[src/rtl/jt51_wrqueue.sv]
// Host register-write queue for the jt51 bus port: buffers {addr,data} pairs and
// replays them as paced a0=0/a0=1 strobes. Optional macro: JT51_WRQ_ADDR_CACHE_EN.
module jt51_wrqueue #(
  parameter int unsigned DW_LOG2   = 4,
  parameter int unsigned BUSY_HOLD = 2
) (
  input  logic               clk,
  input  logic               rst,
  input  logic               cen_p1,
  input  logic               wr_valid,
  output logic               wr_ready,
  input  logic [7:0]         wr_addr,
  input  logic [7:0]         wr_data,
  input  logic               flush,
  output logic [DW_LOG2:0]   level,
  output logic               idle,
  output logic               opm_cs_n,
  output logic               opm_wr_n,
  output logic               opm_a0,
  output logic [7:0]         opm_din,
  input  logic [7:0]         opm_status
);

  localparam int unsigned        Depth    = 2 ** DW_LOG2;
  localparam logic [DW_LOG2:0]   DepthCnt = (DW_LOG2 + 1)'(Depth);
  localparam logic [DW_LOG2:0]   CntOne   = (DW_LOG2 + 1)'(1);
  localparam logic [DW_LOG2-1:0] PtrOne   = DW_LOG2'(1);
  localparam logic [7:0]         HoldN    = 8'(BUSY_HOLD);

  typedef enum logic [2:0] {StIdle, StAddr, StGap, StData, StHold, StPoll} state_e;

  state_e               state_q, state_d;
  logic [15:0]          mem_q [Depth];
  logic [DW_LOG2-1:0]   wptr_q, wptr_d, rptr_q, rptr_d;
  logic [DW_LOG2:0]     cnt_q, cnt_d;
  logic [7:0]           hold_addr_q, hold_addr_d, hold_data_q, hold_data_d;
  logic [7:0]           hold_cnt_q, hold_cnt_d;
  logic                 cs_n_q, cs_n_d, wr_n_q, wr_n_d, a0_q, a0_d;
  logic [7:0]           din_q, din_d;
  logic                 full, empty, push, pop;
  logic [15:0]          pop_word;
  logic                 unused_status;
`ifdef JT51_WRQ_ADDR_CACHE_EN
  logic [7:0]           cache_q, cache_d;
  logic                 cache_vld_q, cache_vld_d;
`endif

  assign unused_status = ^opm_status[6:0];

  // FIFO bookkeeping; flush overrides both push and pop on the same edge.
  always_comb begin
    full     = (cnt_q == DepthCnt);
    empty    = (cnt_q == '0);
    push     = wr_valid && !full && !flush;
    pop      = (state_q == StIdle) && !empty && !flush;
    pop_word = mem_q[rptr_q];
    wptr_d   = wptr_q;
    rptr_d   = rptr_q;
    cnt_d    = cnt_q;
    if (flush) begin
      wptr_d = '0;
      rptr_d = '0;
      cnt_d  = '0;
    end else begin
      if (push) wptr_d = wptr_q + PtrOne;
      if (pop)  rptr_d = rptr_q + PtrOne;
      if (push && !pop)      cnt_d = cnt_q + CntOne;
      else if (pop && !push) cnt_d = cnt_q - CntOne;
    end
  end

  // Strobe phases advance only on a cen_p1 edge at which the registered strobe
  // state is already visible to the chip, so every phase is really sampled.
  always_comb begin
    state_d     = state_q;
    hold_addr_d = hold_addr_q;
    hold_data_d = hold_data_q;
    hold_cnt_d  = hold_cnt_q;
`ifdef JT51_WRQ_ADDR_CACHE_EN
    cache_d     = cache_q;
    cache_vld_d = cache_vld_q;
`endif
    unique case (state_q)
      StIdle: begin
        if (pop) begin
          hold_addr_d = pop_word[15:8];
          hold_data_d = pop_word[7:0];
          state_d     = StAddr;
`ifdef JT51_WRQ_ADDR_CACHE_EN
          if (cache_vld_q && cache_q == pop_word[15:8]) state_d = StData;
`endif
        end
      end
      StAddr: begin
        if (cen_p1 && !wr_n_q && !a0_q) begin
          state_d = StGap;
`ifdef JT51_WRQ_ADDR_CACHE_EN
          cache_d     = hold_addr_q;
          cache_vld_d = 1'b1;
`endif
        end
      end
      StGap: begin
        if (cen_p1 && wr_n_q) state_d = StGap == StGap ? StData : StGap;
      end
      StData: begin
        if (cen_p1 && !wr_n_q && a0_q) begin
          state_d    = StHold;
          hold_cnt_d = '0;
        end
      end
      StHold: begin
        if (hold_cnt_q >= HoldN) state_d = StPoll;
        else if (cen_p1)         hold_cnt_d = hold_cnt_q + 8'd1;
      end
      StPoll: begin
        if (cen_p1 && !opm_status[7]) state_d = StIdle;
      end
      default: state_d = StIdle;
    endcase
  end

  // Bus pins follow the current state one clk later.
  always_comb begin
    cs_n_d = !((state_q == StAddr) || (state_q == StData));
    wr_n_d = cs_n_d;
    a0_d   = (state_q == StData);
    din_d  = din_q;
    if (state_q == StAddr)      din_d = hold_addr_q;
    else if (state_q == StData) din_d = hold_data_q;
  end

  always_ff @(posedge clk) begin
    if (rst) begin
      state_q     <= StIdle;
      wptr_q      <= '0;
      rptr_q      <= '0;
      cnt_q       <= '0;
      hold_addr_q <= '0;
      hold_data_q <= '0;
      hold_cnt_q  <= '0;
      cs_n_q      <= 1'b1;
      wr_n_q      <= 1'b1;
      a0_q        <= 1'b0;
      din_q       <= '0;
`ifdef JT51_WRQ_ADDR_CACHE_EN
      cache_q     <= '0;
      cache_vld_q <= 1'b0;
`endif
    end else begin
      state_q     <= state_d;
      wptr_q      <= wptr_d;
      rptr_q      <= rptr_d;
      cnt_q       <= cnt_d;
      hold_addr_q <= hold_addr_d;
      hold_data_q <= hold_data_d;
      hold_cnt_q  <= hold_cnt_d;
      cs_n_q      <= cs_n_d;
      wr_n_q      <= wr_n_d;
      a0_q        <= a0_d;
      din_q       <= din_d;
`ifdef JT51_WRQ_ADDR_CACHE_EN
      cache_q     <= cache_d;
      cache_vld_q <= cache_vld_d;
`endif
    end
  end

  always_ff @(posedge clk) begin
    if (push) mem_q[wptr_q] <= {wr_addr, wr_data};
  end

  assign wr_ready = !full;
  assign level    = cnt_q;
  assign idle     = empty && (state_q == StIdle);
  assign opm_cs_n = cs_n_q;
  assign opm_wr_n = wr_n_q;
  assign opm_a0   = a0_q;
  assign opm_din  = din_q;

endmodule

[config.mk]
export PLATFORM = sky130hd
export DESIGN_NAME = jt51_wrqueue
export DESIGN_NICKNAME = d
export VERILOG_FILES = /design/src/rtl/jt51_wrqueue.sv
export SDC_FILE = /design/constraint.sdc
export NUM_CORES = 1
export LEC_CHECK = 0
export ABC_AREA = 1
export BUFFER_PORTS_ARGS = -buffer_cell sky130_fd_sc_hd__buf_4
export CAP_MARGIN = 25
export CORE_MARGIN = 3
export CORE_UTILIZATION = 55
export CTS_CLUSTER_DIAMETER = 120
export CTS_CLUSTER_SIZE = 14
export DETAILED_ROUTE_END_ITERATION = 16
export GPL_ROUTABILITY_DRIVEN = 0
export MAX_ROUTING_LAYER = met4
export PLACE_DENSITY_LB_ADDON = 0.12
export REMOVE_ABC_BUFFERS = 1
export SYNTH_ARGS = -nofsm -noshare
export SYNTH_HDL_FRONTEND = slang
export SYNTH_SLANG_ARGS = --single-unit
export TNS_END_PERCENT = 1
[constraint.sdc]
create_clock -name clk -period 3.75 [get_ports clk]
set_clock_uncertainty 0.1 [all_clocks]
set_input_delay 0.375 -clock clk [delete_from_list [all_inputs] [get_ports clk]]
set_output_delay 0.375 -clock clk [all_outputs]
set_load 0.005 [all_outputs]
==> results of run 1 <==
-- Yosys cell counts, drive strengths merged --
| cell | n |
|---|---|
| nand2 | 333 |
| edfxtp | 256 |
| nor2 | 178 |
| nand3 | 129 |
| o21ai | 75 |
| inv | 61 |
| dfxtp | 50 |
| buf | 47 |
| a21oi | 23 |
| clkbuf | 15 |
| ha | 11 |
| o21a | 7 |
| xor2 | 5 |
| nand4 | 4 |
| nor3 | 3 |
| a22oi | 2 |
| a31oi | 2 |
| o221ai | 2 |
| o22ai | 2 |
| a221oi | 1 |
| clkinv | 1 |
| fa | 1 |
| nand3b | 1 |
| o2bb2ai | 1 |
-- metrics by stage --
step | power (mW) | hold slack (ns) | setup slack [ns] | cell area (sq um)
floorplan | 4.63 | 0.318 | -0.546 | 12400
global placement | 4.96 | 0.326 | 1.10 | 13300
detailed placement | 4.98 | 0.328 | 1.08 | 13300
CTS | 7.33 | 0.0330 | 1.05 | 14000
global route | 7.62 | 0.0559 | 0.901 | 14000
finish | 7.29 | 0.0427 | 1.05 | 14000
-- layer usage --
metal	routed length, um	track usage	vias up	share of wire
met3	2060	0.0391	63	0.071
met4	854	0.0705	0	0.029
met2	13900	0.392	288	0.48
met5	0	-	-	0
li1	-	-	4141	-
met1	12300	0.322	4006	0.42
-- report_power, final --
part	internal [mW]	switching [mW]
Sequential	3.78	0.0804
Combinational	0.341	0.711
Clock	1.27	1.11
Total	5.39	1.90
-- flip-flops by register name (all words and copies together) (netlist names) --
name         count
hold_addr_q      8
hold_cnt_q       8
hold_data_q      8
level            5
mem_q          256
opm_a0           1
opm_din          8
opm_wr_n         1
rptr_q           4
state_q          3
wptr_q           4
-- cell families after synthesis --
group / Yosys count / synth area share
adders and majority gates: 12 / 0.0124
buffers and inverters: 124 / 0.0447
xor gates and xnor gates: 5 / 0.00344
AOI/OAI and AO/OA: 115 / 0.0488
DFF: 306 / 0.682
and+or+nand+nor: 648 / 0.209
-- worst reg2reg max path, stage by stage (launching register included) --
cell and delay [ns]:
dfxtp_1 0.45, nor2_1 0.10, nand3_1 0.12, nand3_1 0.12, inv_1 0.20, nand2_1 0.18
nor2_2 0.74, buf_4 0.37
-- worst max-delay path by stage --
stage	from	end	depth (start not counted)
after floorplan	rptr_q[0]	hold_data_q[0]	7
after global placement	level[0]	mem_q[4][2]	7
after detailed placement	level[0]	mem_q[4][10]	7
after CTS	level[0]	mem_q[4][7]	7
after global routing	level[0]	mem_q[4][9]	7
final	level[0]	mem_q[4][7]	7
-- area by class of cell --
cell class              instances  area share
multi-input cells             780       0.251
clock buffers                  45      0.0507
flip-flops and latches        306       0.620
repair buffers                 64      0.0360
inverters                      62      0.0169
well taps                     285      0.0254
==> impl_metrics.json, run 1 <==
{
  "synth_top_area_frac": 0.603,
  "synth_area_leaders": "edfxtp_1 60%, nand2_1 9.6%, dfxtp_1 7.9%",
  "die-area_sq_um": 25000,
  "grt_pass1_wl_um": 44600,
  "r2r-end": "mem_q[4][7]",
  "path_max_fanout": 9,
  "tightest_slew_ns": 0.927,
  "synth_area_sq_um": 12700,
  "leakage_nw": 5.29,
  "area_growth_pct": 10.1,
  "antenna_found_initial": 0,
  "drcViolationCount": 0,
  "antenna_left": 0,
  "avgViaCountPerCell": 5.51,
  "seq_area_sq_um": 8700,
  "path_cells": "nor2_1, nand3_1, nand3_1, inv_1, nand2_1, nor2_2, buf_4",
  "hold_viol": 0,
  "vias": 8498,
  "htree_levels": 1,
  "cts_tree": "yes",
  "min_from": "wr_addr[4]",
  "relSlewSlack": 0.381,
  "hold_buffers": 0,
  "cp_slowest_stage_delay_ns": 0.74,
  "synth_largest_area_cell": "edfxtp_1",
  "min_path_cells": 1,
  "synth.yosys.seq_area_share": 0.682,
  "dpl.cell_count": 1497,
  "status": "finished clean",
  "crit_buf_inv": 2,
  "cts_buffer_depth": 3,
  "vdd_ir_drop_max_v": 0.000360,
  "drive_gt1_frac": 0.100,
  "worstPathArrival_ns": 2.81,
  "final.setup.tns_ns": 0,
  "dp.final_hpwl_um": 16300,
  "min_period_ns": 2.70,
  "initial_core_util": 0.561,
  "hold_path.class": "input port to flip-flop",
  "critPathCaptureType": "flip-flop",
  "ys_warn_count": 0,
  "mostFrequentLayoutCells": "326 x nand2_1, 256 x edfxtp_1, 159 x nor2_1",
  "cp_common_cell": "nand3_1",
  "row_count": 55,
  "ctsResizeCount": 0,
  "grt_max_degree": 80,
  "drtPass1Iterations": 5,
  "wl_per_cell_um": 18.9,
  "final_max_slew_viol_count": 0,
  "multi_input_area_sq_um": 3520,
  "die_height_um": 158,
  "ios": 47,
  "clkTransAtPathRegs_ns": 0.07,
  "worstPathRequired_ns": 3.86,
  "final-instance-count-excl-fill": 1542,
  "insertion_delay_ns": 0.53,
  "path_delay_family": "simple AND/OR/NAND/NOR gates",
  "drv_cap": 0,
  "rsz0062_at_grt": "false",
  "fmax_ghz": 0.371,
  "io_buffers": 39,
  "nets": 1280,
  "first_iter_violations": 879,
  "grt_pass1_vias": 8032,
  "setup_violations": 0,
  "path_class": "flip-flop to flip-flop",
  "synth_seq_cells": 306,
  "hold_end": "mem_q[2][12]",
  "postCtsSetupRepairBufs": 0,
  "layout_commonest_cell": "nand2_1",
  "reg2reg_from": "level[0]",
  "track_usage": 0.242,
  "utilization": 0.618,
  "n_fill_cell": 1843,
  "synthCells": 1210,
  "grt_overflow_total": 0,
  "cts_sinks": 306,
  "die_w_um": 158,
  "final.period_utilization": 0.720,
  "p_per_area_nw_per_um2": 520,
  "finalWirelength_um": 29100,
  "start_kind": "flip-flop",
  "crit_slowest_cell": "nor2_2",
  "num_antenna_cells": 0,
  "avgSynthCellArea_sq_um": 10.5,
  "numCtsBuffers": 25,
  "ys_types": 37,
  "cts-root-buf": "clkbuf_16",
  "coreArea_sq_um": 22700,
  "r2r_slack_ns": 1.05,
  "reg2reg_depth": 7
}
Power figures use the tool's default switching activity.
==> run 2: changes to the inputs <==
==> constraint.sdc (replaced) <==
create_clock -name clk -period 2.6 [get_ports clk]
set_clock_uncertainty 0.1 [all_clocks]
set_input_delay 0.26 -clock clk [delete_from_list [all_inputs] [get_ports clk]]
set_output_delay 0.26 -clock clk [all_outputs]
set_load 0.005 [all_outputs]
==> run 2 against run 1 <==
First-iteration DRC count decreased by 7.6%. Design area increased by 2.3%. Die area unchanged. Core utilization increased by 1.4 points. Maximum frequency increased by 16%. Critical path type unchanged. Critical endpoint is now level[4]. Highest routed layer unchanged.
==> impl_metrics.json, run 2 (same netlist as run 1, synthesis figures left out) <==
{
  "finalWirelength_um": 29800,
  "avgViaCountPerCell": 5.47,
  "critPathCaptureType": "flip-flop",
  "final.period_utilization": 0.892,
  "crit_slowest_cell": "dfxtp_2",
  "power.switching_mw": 2.80,
  "cp_slowest_stage_delay_ns": 0.35,
  "hold_end": "rptr_q[2]",
  "cts_tree": "yes",
  "nets": 1310,
  "path_class": "flip-flop to flip-flop",
  "path_delay_family": "simple AND/OR/NAND/NOR gates",
  "place_area_sq_um": 13400,
  "seqPwrFrac": 0.519,
  "min_period_ns": 2.32,
  "vdd_ir_drop_max_v": 0.000601,
  "r2r-end": "level[4]",
  "regMostFlops": "mem_q",
  "ios": 47,
  "track_usage": 0.250,
  "pwr-share-comb": 0.155,
  "start_kind": "flip-flop",
  "grt_pass1_vias": 8243,
  "die-area_sq_um": 25000,
  "multi_input_area_sq_um": 3520,
  "drcViolationCount": 0,
  "final.setup.tns_ns": 0,
  "mostFrequentLayoutCells": "326 x nand2_1, 256 x edfxtp_1, 159 x nor2_1",
  "fmax_ghz": 0.431,
  "vias": 8598,
  "final_max_slew_viol_count": 0,
  "hold_viol": 0,
  "grt_pass1_wl_um": 46200,
  "initial_core_util": 0.561,
  "utilization": 0.632,
  "antenna_left": 0,
  "p_per_area_nw_per_um2": 742,
  "dpl.cell_count": 1509,
  "wl_per_cell_um": 18.9,
  "n_fill_cell": 1807,
  "row_count": 55,
  "swShare": 0.263,
  "antenna_found_initial": 0,
  "htree_levels": 1,
  "die_w_um": 158,
  "p_int_mw": 7.84,
  "dp.final_hpwl_um": 17100,
  "reg2reg_depth": 13,
  "drv_cap": 0,
  "p_clk_frac": 0.325,
  "rsz0062_at_grt": "false",
  "worstPathRequired_ns": 2.95,
  "path_max_fanout": 5,
  "leakage_nw": 5.44,
  "largest_register_ffs": 256,
  "num_antenna_cells": 0,
  "area_growth_pct": 12.6,
  "layout_commonest_cell": "nand2_1",
  "min_from": "flush",
  "drive_gt1_frac": 0.109,
  "seq_area_sq_um": 8700,
  "insertion_delay_ns": 0.53,
  "reg2reg_from": "level[1]",
  "status": "finished clean",
  "die_height_um": 158,
  "hold_path.class": "input port to flip-flop",
  "cts-root-buf": "clkbuf_16",
  "relSlewSlack": 0.458,
  "first_iter_violations": 812,
  "final-instance-count-excl-fill": 1573,
  "numCtsBuffers": 25,
  "drtPass1Iterations": 5,
  "cts_buffer_depth": 3,
  "tightest_slew_ns": 0.808,
  "grt_overflow_total": 0,
  "cts_sinks": 306,
  "cp_common_cell": "nand2_1",
  "min_path_cells": 4,
  "path_cells": "nor2_1, nand3_1, nand3_1, inv_1, ha_1, inv_1, ha_1, nand2_1, nand2_1, a21oi_1, xor2_1, nand2_1, a21oi_1",
  "design_area_sq_um": 14300,
  "clkTransAtPathRegs_ns": 0.07,
  "grt_max_degree": 132,
  "setup_violations": 0,
  "coreArea_sq_um": 22700,
  "crit_buf_inv": 2,
  "worstPathArrival_ns": 2.67,
  "io_buffers": 39,
  "r2r_slack_ns": 0.28
}
run 2: cell count changes in the layout (fill, tap and decap cells not counted):
| cell | before | now |
|---|---|---|
| dfxtp_1 | 48 | 47 |
| inv_6 | 0 | 1 |
| buf_12 | 2 | 5 |
| dlygate4sd3_1 | 0 | 18 |
| dfxtp_2 | 0 | 1 |
| buf_4 | 62 | 71 |
run 2: layout make-up:
cell class,instances,share of cell area
clock buffers,45,0.0495
clock inverters,1,0.000610
inverters,62,0.0166
multi-input cells,780,0.246
flip-flops and latches,306,0.606
well taps,285,0.0249
repair buffers,94,0.0567
run 2: per-stage QoR:
step                      total power, mW  setup slack [ns]  hold slack [ns]
after CTS                            10.7             0.182          0.00129
after global placement               7.23             0.287            0.326
after detailed placement             7.26             0.214            0.328
after global routing                 11.1            0.0477           0.0347
after floorplan                      6.68             -1.70            0.229
final                                10.6             0.281           0.0230
run 2: what timing repair did:
action | in CTS | in global routing
hold endpoints to repair | 268 | 0
setup buffers | 0 | 0
endpoints found under the setup margin | 0 | 1
hold buffers | 18 | 0
resized for setup | 0 | 1
run 2: metal layers:
layer | up-vias | GRT usage | routed length [um]
met4 | 0 | 0.0545 | 528
met5 | - | - | 0
met1 | 4109 | 0.352 | 13300
met2 | 245 | 0.401 | 14300
li1 | 4201 | - | -
met3 | 43 | 0.0260 | 1680
run 2: worst max path at each step:
stage,cells after the start,endpoint,from
6_report,13,level[4],level[1]
5_1_grt,13,level[4],level[1]
4_1_cts,13,level[4],level[1]
3_5_place_dp,13,level[4],level[1]
3_3_place_gp,13,level[4],level[1]
2_1_floorplan,7,hold_data_q[0],rptr_q[0]
run 2: power groups by stage:
stage,sequential (mW),clock (mW),combinational [mW]
global placement,5.63,0,1.60
global route,5.54,3.71,1.87
finish,5.53,3.46,1.65
floorplan,5.69,0,0.997
detailed placement,5.64,0,1.63
CTS,5.53,3.52,1.66
run 2: worst reg2reg max path, delay by kind of cell, from the launching register on:
family                     cells  cell delay, ns
AOI/OAI and AO/OA              2            0.26
buffers and inverters          2            0.22
and+or+nand+nor                6            0.64
adders and majority gates      2            0.53
DFF                            1            0.35
xor gates and xnor gates       1            0.15
==> run 3: changes to the inputs <==
--- a/config.mk
+++ b/config.mk
@@ -9,7 +9,7 @@
 export BUFFER_PORTS_ARGS = -buffer_cell sky130_fd_sc_hd__buf_4
 export CAP_MARGIN = 25
 export CORE_MARGIN = 3
-export CORE_UTILIZATION = 55
+export CORE_UTILIZATION = 25
 export CTS_CLUSTER_DIAMETER = 120
 export CTS_CLUSTER_SIZE = 14
 export DETAILED_ROUTE_END_ITERATION = 16
==> run 3 against run 2 <==
Maximum frequency fell by 0.78%. Core utilization fell by 34 points. Sequential share of layout area fell by 2.3 points. Global-route usage fell by 11 points. Cell count rose by 25%. Die area rose by 110%. Combinational power rose by 4%. Via count fell by 1.9%. Count of clock-buffer cells in the layout fell by 1. Largest cell class unchanged. Highest routed layer unchanged.
==> impl_metrics.json, run 3 (same netlist as run 1, synthesis figures left out) <==
{
  "utilization": 0.297,
  "drtPass1Iterations": 4,
  "reg2reg_depth": 13,
  "vias": 8433,
  "path_max_fanout": 5,
  "power_mw": 10.8,
  "worstPathRequired_ns": 2.99,
  "nets": 1319,
  "route.met3.wl_um": 1180,
  "die_height_um": 232,
  "mostFrequentLayoutCells": "326 x nand2_1, 256 x edfxtp_1, 159 x nor2_1",
  "dpl.cell_count": 1904,
  "min_from": "cen_p1",
  "tightest_slew_ns": 0.496,
  "final-instance-count-excl-fill": 1968,
  "largest_register_ffs": 256,
  "num_antenna_cells": 0,
  "relSlewSlack": 0.669,
  "grt_overflow_total": 0,
  "antenna_left": 0,
  "die-area_sq_um": 53700,
  "hold_path.class": "input port to flip-flop",
  "min_path_cells": 5,
  "reg2reg_from": "level[1]",
  "p_int_mw": 7.86,
  "grt_pass1_vias": 8401,
  "track_usage": 0.139,
  "numCtsBuffers": 25,
  "cp_common_cell": "nand2_1",
  "clkTransAtPathRegs_ns": 0.08,
  "io_buffers": 39,
  "final.setup.tns_ns": 0,
  "cp_slowest_stage_delay_ns": 0.35,
  "hold_end": "hold_cnt_q[2]",
  "insertion_delay_ns": 0.55,
  "area_growth_pct": 17.0,
  "p_clk_frac": 0.331,
  "final.period_utilization": 0.899,
  "r2r-end": "level[4]",
  "status": "finished clean",
  "initial_core_util": 0.253,
  "r2r_slack_ns": 0.26,
  "wl_met2_um": 17100,
  "drv_cap": 0,
  "crit_start": "level[1]",
  "cts_sinks": 306,
  "critPathCaptureType": "flip-flop",
  "row_count": 82,
  "avgViaCountPerCell": 4.29,
  "setup_violations": 0,
  "die_w_um": 232,
  "path_cells": "nor2_1, nand3_1, nand3_1, inv_1, ha_1, inv_1, ha_1, nand2_1, nand2_1, a21oi_1, xor2_1, nand2_1, a21oi_1",
  "grt_max_degree": 61,
  "path_class": "flip-flop to flip-flop",
  "power.switching_mw": 2.97,
  "drt-met1-wl_um": 17400,
  "hold_viol": 0,
  "dp.final_hpwl_um": 20800,
  "p_per_area_nw_per_um2": 726,
  "cts_tree": "yes",
  "crit_slowest_cell": "dfxtp_2",
  "pwr-share-comb": 0.158,
  "first_iter_violations": 627,
  "wl_per_cell_um": 18.4,
  "leakage_nw": 5.48,
  "rsz0062_at_grt": "false",
  "coreArea_sq_um": 50300,
  "seqPwrFrac": 0.511,
  "min_period_ns": 2.34,
  "highest_layer": "met4",
  "start_kind": "flip-flop",
  "finalWirelength_um": 36300,
  "antenna_found_initial": 0,
  "htree_levels": 1,
  "worstPathArrival_ns": 2.72,
  "drcViolationCount": 0,
  "layout_commonest_cell": "nand2_1",
  "swShare": 0.274,
  "place_area_sq_um": 14000,
  "final_max_slew_viol_count": 0,
  "design_area_sq_um": 14900,
  "cts-root-buf": "clkbuf_16",
  "ios": 47,
  "cts_buffer_depth": 3,
  "fmax_ghz": 0.428,
  "vdd_ir_drop_max_v": 0.000400,
  "grt_pass1_wl_um": 54900,
  "regMostFlops": "mem_q",
  "drive_gt1_frac": 0.114
}
==> run 3: cell count changes in the layout (fill, tap and decap cells not counted) <==
cell           delta
dlygate4sd3_1     +1
buf_12            +1
clkbuf_1          -1
buf_4             +7
==> run 3: cell type report <==
cell class / count / area [sq um]
Tap cell: 672 / 841
Timing Repair Buffer: 103 / 896
Inverter: 62 / 238
Fill cell: 5263 / 35400
Clock inverter: 1 / 8.76
Clock buffer: 44 / 707
Multi-Input combinational cell: 780 / 3520
Sequential cell: 306 / 8700
==> run 3: how the worst max path moves through the flow <==
stage / end / depth (start not counted) / slack, ns
final: level[4] / 13 / 0.26
after global placement: level[4] / 13 / 0.24
after CTS: level[4] / 13 / 0.18
after global routing: level[4] / 13 / 0.05
after floorplan: hold_data_q[0] / 7 / -1.70
after detailed placement: level[4] / 13 / 0.21
==> run 3: power by group through the flow <==
| stage | Sequential, mW | Clock [mW] | Combinational, mW |
|---|---|---|---|
| finish | 5.53 | 3.58 | 1.71 |
| global route | 5.54 | 3.91 | 1.97 |
| global placement | 5.64 | 0 | 1.73 |
| CTS | 5.53 | 3.74 | 1.75 |
| detailed placement | 5.64 | 0 | 1.72 |
| floorplan | 5.69 | 0 | 0.997 |
==> run 3: timing repair <==
item | CTS | global route
endpoints found under the setup margin | 0 | 1
buffers inserted | 0 | 0
endpoints found under the hold margin | 270 | 0
resized for setup | 0 | 1
hold buffers | 19 | 0
==> run 3: through the flow <==
| step | worst slack (ns) | hold WS (ns) |
|---|---|---|
| 2_1_floorplan | -1.70 | 0.229 |
| 3_3_place_gp | 0.245 | 0.328 |
| 3_5_place_dp | 0.211 | 0.329 |
| 4_1_cts | 0.181 | 0.0642 |
| 5_1_grt | 0.0505 | 0.102 |
| 6_report | 0.263 | 0.0864 |
==> run 3: worst max-delay path, delay by kind of cell (launching register included) <==
family                     cells  cell delay [ns]
xor gates and xnor gates       1             0.16
DFF                            1             0.35
and+or+nand+nor                6             0.66
buffers and inverters          2             0.22
adders and majority gates      2             0.52
AOI/OAI and AO/OA              2             0.26
==> run 3: routing by layer <==
layer | global-route usage | up-vias
met5 | - | -
met4 | 0.0225 | 0
met3 | 0.0182 | 42
met2 | 0.226 | 113
met1 | 0.190 | 4068
li1 | - | 4210
